### src/rtl/mips_pkg.sv
// Shared MIPS pipeline definitions: opcode field location, bubble encoding,
// ID/EX FSM state encoding and the control-bit bundle carried down the pipe.
package mips_pkg;

    localparam int OPC_MSB = 31;
    localparam int OPC_LSB = 26;

    localparam logic [31:0] BUBBLE_INSTR = 32'h0000_0000;
    localparam logic [4:0]  BUBBLE_DEST  = 5'd0;

    localparam logic [1:0] ST_EMPTY  = 2'd0;
    localparam logic [1:0] ST_RUN    = 2'd1;
    localparam logic [1:0] ST_BUBBLE = 2'd2;

    typedef struct packed {
        logic mem_load;
        logic mem_store;
        logic reg_write;
    } ctrl_t;

    localparam ctrl_t BUBBLE_CTRL = '{mem_load: 1'b0, mem_store: 1'b0, reg_write: 1'b0};

    function automatic logic [OPC_MSB-OPC_LSB:0] opcode_of(input logic [31:0] instr);
        return instr[OPC_MSB:OPC_LSB];
    endfunction

endpackage

### src/rtl/load_use_detect.sv
// Combinational load-use hazard compare between the instruction in EX and the
// one waiting in decode. Writes to $0 never create a dependency.
module load_use_detect #(
    parameter int RW = 5
) (
    input  logic          ex_valid,
    input  logic          ex_mem_load,
    input  logic [RW-1:0] ex_dest,
    input  logic          id_valid,
    input  logic [RW-1:0] id_rs,
    input  logic [RW-1:0] id_rt,
    output logic          hazard
);

    logic dest_live;
    logic src_match;

    assign dest_live = (ex_dest != '0);
    assign src_match = (ex_dest == id_rs) || (ex_dest == id_rt);
    assign hazard    = ex_valid && ex_mem_load && id_valid && dest_live && src_match;

endmodule

### src/rtl/id_ex_stage.sv
// ID/EX pipeline register slice with load-use bubble insertion, downstream
// hold, redirect flush and a saturating count of inserted load-use bubbles.
module id_ex_stage
    import mips_pkg::*;
#(
    parameter int DW = 32,
    parameter int RW = 5,
    parameter int CW = 16
) (
    input  logic          clk,
    input  logic          rst_n,
    input  logic          id_valid,
    output logic          id_ready,
    input  logic [DW-1:0] id_instr,
    input  logic [RW-1:0] id_rs,
    input  logic [RW-1:0] id_rt,
    input  logic [RW-1:0] id_dest,
    input  logic [DW-1:0] id_rdata1,
    input  logic [DW-1:0] id_rdata2,
    input  logic          id_mem_load,
    input  logic          id_mem_store,
    input  logic          id_reg_write,
    input  logic          ex_hold,
    input  logic          flush,
    output logic          ex_valid,
    output logic [DW-1:0] ex_instr,
    output logic [DW-1:0] ex_rdata1,
    output logic [DW-1:0] ex_rdata2,
    output logic [RW-1:0] ex_rs,
    output logic [RW-1:0] ex_rt,
    output logic [RW-1:0] ex_dest,
    output logic          ex_mem_load,
    output logic          ex_mem_store,
    output logic          ex_reg_write,
    output logic [CW-1:0] stall_count
);

    function automatic logic [CW-1:0] sat_inc(input logic [CW-1:0] v);
        return (v == {CW{1'b1}}) ? v : v + {{(CW-1){1'b0}}, 1'b1};
    endfunction

    logic          valid_q,  valid_d;
    logic [DW-1:0] instr_q,  instr_d;
    logic [DW-1:0] rdata1_q, rdata1_d;
    logic [DW-1:0] rdata2_q, rdata2_d;
    logic [RW-1:0] rs_q,     rs_d;
    logic [RW-1:0] rt_q,     rt_d;
    logic [RW-1:0] dest_q,   dest_d;
    ctrl_t         ctrl_q,   ctrl_d;
    logic [CW-1:0] stall_q,  stall_d;
    logic [1:0]    state_q,  state_d;
    logic          hazard;
    logic          load_bubble;
    logic          load_id;

    load_use_detect #(.RW(RW)) u_detect (
        .ex_valid    (valid_q),
        .ex_mem_load (ctrl_q.mem_load),
        .ex_dest     (dest_q),
        .id_valid    (id_valid),
        .id_rs       (id_rs),
        .id_rt       (id_rt),
        .hazard      (hazard)
    );

    assign id_ready = !ex_hold && !hazard;

    // Priority: flush > hold > hazard > accept; idle decode also loads a bubble.
    always_comb begin
        load_bubble = 1'b0;
        load_id     = 1'b0;
        state_d     = state_q;
        stall_d     = stall_q;
        if (flush) begin
            load_bubble = 1'b1;
            state_d     = ST_EMPTY;
        end else if (!ex_hold) begin
            if (hazard) begin
                load_bubble = 1'b1;
                state_d     = ST_BUBBLE;
                stall_d     = sat_inc(stall_q);
            end else if (id_valid) begin
                load_id = 1'b1;
                state_d = ST_RUN;
            end else begin
                load_bubble = 1'b1;
                state_d     = ST_EMPTY;
            end
        end
    end

    always_comb begin
        valid_d  = valid_q;
        instr_d  = instr_q;
        rdata1_d = rdata1_q;
        rdata2_d = rdata2_q;
        rs_d     = rs_q;
        rt_d     = rt_q;
        dest_d   = dest_q;
        ctrl_d   = ctrl_q;
        if (load_bubble) begin
            valid_d  = 1'b0;
            instr_d  = DW'(BUBBLE_INSTR);
            rdata1_d = '0;
            rdata2_d = '0;
            rs_d     = '0;
            rt_d     = '0;
            dest_d   = RW'(BUBBLE_DEST);
            ctrl_d   = BUBBLE_CTRL;
        end else if (load_id) begin
            valid_d  = 1'b1;
            instr_d  = id_instr;
            rdata1_d = id_rdata1;
            rdata2_d = id_rdata2;
            rs_d     = id_rs;
            rt_d     = id_rt;
            dest_d   = id_dest;
            ctrl_d   = '{mem_load: id_mem_load, mem_store: id_mem_store, reg_write: id_reg_write};
        end
    end

    always_ff @(posedge clk or negedge rst_n) begin
        if (!rst_n) begin
            valid_q  <= 1'b0;
            instr_q  <= '0;
            rdata1_q <= '0;
            rdata2_q <= '0;
            rs_q     <= '0;
            rt_q     <= '0;
            dest_q   <= '0;
            ctrl_q   <= BUBBLE_CTRL;
            stall_q  <= '0;
            state_q  <= ST_EMPTY;
        end else begin
            valid_q  <= valid_d;
            instr_q  <= instr_d;
            rdata1_q <= rdata1_d;
            rdata2_q <= rdata2_d;
            rs_q     <= rs_d;
            rt_q     <= rt_d;
            dest_q   <= dest_d;
            ctrl_q   <= ctrl_d;
            stall_q  <= stall_d;
            state_q  <= state_d;
        end
    end

    assign ex_valid     = valid_q;
    assign ex_instr     = instr_q;
    assign ex_rdata1    = rdata1_q;
    assign ex_rdata2    = rdata2_q;
    assign ex_rs        = rs_q;
    assign ex_rt        = rt_q;
    assign ex_dest      = dest_q;
    assign ex_mem_load  = ctrl_q.mem_load;
    assign ex_mem_store = ctrl_q.mem_store;
    assign ex_reg_write = ctrl_q.reg_write;
    assign stall_count  = stall_q;

endmodule

### config.mk
export PLATFORM = sky130hd
export DESIGN_NAME = id_ex_stage
export DESIGN_NICKNAME = d
export VERILOG_FILES = /design/src/rtl/mips_pkg.sv /design/src/rtl/load_use_detect.sv /design/src/rtl/id_ex_stage.sv
export SDC_FILE = /design/constraint.sdc
export NUM_CORES = 1
export LEC_CHECK = 0
export CAP_MARGIN = 20
export CORE_MARGIN = 2
export CORE_UTILIZATION = 30
export DETAILED_ROUTE_END_ITERATION = 16
export GPL_TIMING_DRIVEN = 0
export PLACE_DENSITY = 0.7
export SLEW_MARGIN = 20
export SYNTH_ARGS = -nofsm -noshare
export SYNTH_HDL_FRONTEND = slang
export SYNTH_HIERARCHICAL = 1
export SYNTH_SLANG_ARGS = --single-unit
### constraint.sdc
create_clock -name clk -period 2.9 [get_ports clk]
set_input_delay 0.29 -clock clk [delete_from_list [all_inputs] [get_ports clk]]
set_output_delay 0.29 -clock clk [all_outputs]
set_load 0.03 [all_outputs]
### Word level (Yosys, flattened, before mapping)

Cells that the tools add are included.

| word-level totals | value |
|---|---|
| register bits | 131 |
| bits in latches | 0 |
| RAM bits | 0 |
| ROM bits | 0 |
| bits of input ports | 119 |
| logic and storage cells | 53 |
| memories | 0 |

| cells by class | value |
|---|---|
| $add $sub $neg | 1 |
| multipliers | 0 |
| div/mod/pow operators | 0 |
| magnitude comparators | 0 |
| eq/ne operators | 3 |
| shift-type cells | 0 |
| mux-type cells | 24 |
| bitwise logic cells | 3 |
| reduce and logical (&&, ||, !) cells | 11 |

Operators by type and width:

| operator | count |
|---|---|
| 32-bit two-way mux | 6 |
| 5-bit two-way mux | 6 |
| 16-bit by 1-bit adder with 16-bit output, second input constant | 1 |
| 16-bit equality test, second input constant | 1 |
| 5-bit equality test | 2 |
| 1-bit two-way mux | 10 |
| 3-bit two-way mux | 2 |
| 1-bit logical AND | 5 |
| 5-bit nonzero test | 1 |
| 4-bit AND reduction | 1 |
| 1-bit inverter | 3 |
| 1-bit zero test | 2 |
| 2-bit nonzero test | 1 |
| 1-bit logical OR | 1 |

### Longest topological paths before layout

| logic depth | value |
|---|---|
| depth in word-level cells | 9 |
| depth in mapped cells | 9 |
| depth with buffers taken out | 8 |

### Hierarchy

The synthesis kept the hierarchy.

Modules (own cells, without submodules):

| module | times used | cells an instance | area each (um^2) | sequential area each (um^2) |
|---|---|---|---|---|
| id_ex_stage | 1 | 329 | 4822.1 | 3278.1 |
| load_use_detect | 1 | 17 | 128.9 | 0.0 |

### Worst setup path before layout

No wires, ideal clock.

| timing path | value |
|---|---|
| path type | reg-to-reg |
| from | reg dest_q[2] (netlist: ex_dest[2]) |
| to | reg stall_q[15] (netlist: stall_count[15]) |
| arrival | 2487 ps |
| required time | 2772 ps |
| path slack | 285 ps |
| cell stages (with the launch flop) | 10 |
| path buffers | 1 |
| cells stage by stage | dfrtp_1 -> xor2_1 -> nor3_1 -> nand3_1 -> a21oi_1 -> or3b_1 -> buf_6 -> nor4_4 -> nand4_1 -> mux2_1 |

| on the way | value |
|---|---|
| word-level cells in the longest chain between the ends | 4 |
| elaborated cells on any way between the ends | 7 |

RTL lines:

| element | RTL line | source |
|---|---|---|
| start: declaration | id_ex_stage.sv:48 | `logic [RW-1:0] dest_q, dest_d;` |
| start signal: assignment | id_ex_stage.sv:141 | `dest_q <= dest_d;` |
| 5-bit equality test / 5-bit nonzero test (equally long branches) | load_use_detect.sv:19, load_use_detect.sv:18 |  |
| 1-bit logical OR / 1-bit logical AND (equally long branches) | load_use_detect.sv:19, load_use_detect.sv:20 |  |
| 1-bit logical AND * | load_use_detect.sv:20 | `assign hazard = ex_valid && ex_mem_load && id_valid && dest_live && src_match;` |
| named net hazard | id_ex_stage.sv:52 | `logic hazard;` |
| 4-bit AND reduction (no source line) * | n/a |  |
| end signal: assignment | id_ex_stage.sv:143 | `stall_q <= stall_d;` |
| end: declaration | id_ex_stage.sv:50 | `logic [CW-1:0] stall_q, stall_d;` |

Mark *: on every way through the listed nets, which the timed path passes. The rest lies on a longest branch.
A chain may end at the register's enable or synchronous reset.

### Worst setup path after layout

Same ends and word-level chain as after synthesis.

==> results.cfg <==
[status]
status = completed

[floorplanning]
top_level_ports = 251
dieArea_sq_um = 17500
core-area_sq_um = 16000
die_x_um = 132
die_y_um = 132
start_util_pct = 30.9
rows = 46

[job]
drv_cap = 0

[synthesis]
synth-edff-count = 0
ys.flop_type = dfrtp_1
ys_seq_area_share_pct = 66.2
syn-cell-area_sq_um = 4950
yosysUniqueCellTypes = 34
syn_area_per_cell_sq_um = 14.3
async_reset_ff_share_pct = 100
synth_seq_cells = 131
synthCells = 346
ys_warn_count = 6
synthesis.nets = 466

[cts]
clk_latency_ps = 410
path_clk_slew_ps = 60
cts_root_buf = clkbuf_16
cts_max_level = 4
cts_tree = done
numClockSinks = 131
cts_buffer_depth = 2
cts_inserted_buffers = 17

[finish]
area_growth_pct = 69.6
layout-drive-gt1-share_pct = 6.97
fillers = 1411
final_area_sq_um = 8400
num_antenna_cells = 0
final_cells = 847
layout_commonest_cell = clkdlybuf4s50_1
num-nets-final = 738
final_core_util_pct = 52.5
regArea_sq_um = 3280
multi_input_area_sq_um = 1580
final_cell_mix = 248 x clkdlybuf4s50_1, 131 x dfrtp_1, 114 x a22o_1

[global_routing]
grt_pass1_wl_mm = 24.0
first_global_vias = 4401
antenna_found_initial = 0
overflow = 0
grt_max_degree = 71
grt_usage_pct = 17.4

[critical_path]
arrival_ps = 3070
crit_buf_inv = 1
cp.required_ps = 3190
cp_slowest_cell = dfrtp_1
timing.rr.start = ex_dest[2]
crit_start = ex_dest[2]
critPathLaunchType = flip-flop
critPathKind = flip-flop to flip-flop
worstPathMaxFanout = 9
cp_top_family = simple AND/OR/NAND/NOR gates
reg2reg_slack_ps = 110
cp_cell_sequence = xor2_1 > nor3_1 > nand3_1 > a21oi_2 > or3b_1 > buf_6 > nor4_4 > nand4_1 > mux2_1
crit_path_max_incr_delay_ps = 440
end_kind = flip-flop

[placement]
dp_hpwl_mm = 11.1
numPortBuffers = 250
dp_cells = 813
placed_area_sq_um = 7760
place_congestion = 0.842

[drt]
post-route-drc-count = 0
drtIter0Drc = 188
totalWireLength_mm = 14.9
vias = 4098
via_per_inst = 4.84
antenna_left = 0
drtPass1Iterations = 4
routedWlPerCell_um = 17.6

[timing]
slew_headroom_pct = 62.2
timing.fmax_ghz = 0.359
hold_viol_final = 0
whs_ps = 408
worst-slew-pin-transition_ps = 568
finalCritPeriodShare_pct = 96.1
period_minus_slack_ps = 2790
setup_viol = 0
rsz0062_at_grt = true
drv_slew = 0
finClkSkew_ps = 10.9

[power_and_ir_drop]
ir_drop_v = 0.000375
p_per_area_nw_per_um2 = 561
total_leakage_power_uw = 0.00371

[worst_hold_path]
hold_path_class = input pin to asynchronous set/reset pin
==> logic make-up after synthesis <==
family	count (synthesis)	share of synthesized area, %
xor+xnor	21	3.72
compound gates	124	21.5
simple gates	40	5.61
fa+ha+maj	1	0.253
mux	2	0.455
flops	131	66.2
buf+inv	27	2.22
==> path summary, 6_finish.rpt <==
kind	to	depth (start not counted)
worst min register to register	ex_rdata1[22]	1
worst min-delay path	stall_count[0]	2
max in group asynchronous	ex_rdata2[17]	3
min in group clk	ex_rdata2[20]	2
worst max-delay path	stall_count[15]	9
worst max register to register	stall_count[15]	9
==> timing repair <==
item | in CTS | in global routing
gates resized for setup | 1 | 4
hold buffers | 1 | 0
pin swaps | 1 | 1
setup buffers | 1 | 0
hold endpoints to repair | 61 | 0
setup endpoints to repair | 110 | 48
==> synth_stat cells (2+ instances only) <==
cell type / number / area, sq um
o2111ai_1: 2 / 17.5
nor4_4: 2 / 42.5
nand4_1: 4 / 25.0
a21oi_1: 3 / 15.0
xnor2_1: 9 / 78.8
buf_1: 6 / 22.5
dfrtp_1: 131 / 3280
nor3_1: 5 / 25.0
nor2b_1: 3 / 18.8
clkbuf_1: 18 / 67.6
nand3_1: 10 / 50.1
nand2_1: 2 / 7.51
or4_1: 2 / 15.0
nor2_1: 3 / 11.3
and3_1: 2 / 12.5
xor2_1: 12 / 105
a22o_1: 114 / 998
nor4b_1: 2 / 17.5
==> state kept, by name (all words and copies together), names as in the netlist <==
signal	count
ex_rs	5
ex_rdata1	32
ex_reg_write	1
ex_mem_store	1
ex_rdata2	32
stall_count	16
ex_rt	5
ex_dest	5
ex_valid	1
ex_mem_load	1
ex_instr	32
==> through the flow <==
stage               power (uW)  setup WS, ps  TNS [ps]
floorplan                 2180           285         0
global placement          2540         -3410   -467930
detailed placement        2560          -476    -25690
CTS                       4760          41.8         0
global route              4900         -43.0     -52.3
finish                    4710           113         0
==> worst reg2reg max path, stage by stage (launching register included) <==
cell and delay (ps):
dfrtp_1 440, xor2_1 190, nor3_1 250, nand3_1 130, a21oi_2 250, or3b_1 410, buf_6 160, nor4_4 360
nand4_1 150, mux2_1 330
==> power by group <==
part           internal (uW)  switching [uW]
clock                   1360             828
sequential              1890            40.4
combinational            303             291
total                   3550            1160
==> metal layers <==
metal,vias to the layer above,global-route usage (%),share of wire (%)
li1,1876,-,-
met1,2050,21.3,42
met2,157,29.0,50
met3,15,5.63,6.9
met4,0,6.09,1.7
met5,-,0,0
==> layout make-up <==
class	count	area share (%)
buffer	26	1.28
clock buffer	17	5.07
clock inverter	15	2.18
inverter	1	0.0447
multi-input combinational	188	18.8
sequential	131	39.0
tap	216	3.22
timing repair buffer	253	30.4
Note: power is estimated with default switching activity, not from simulation.
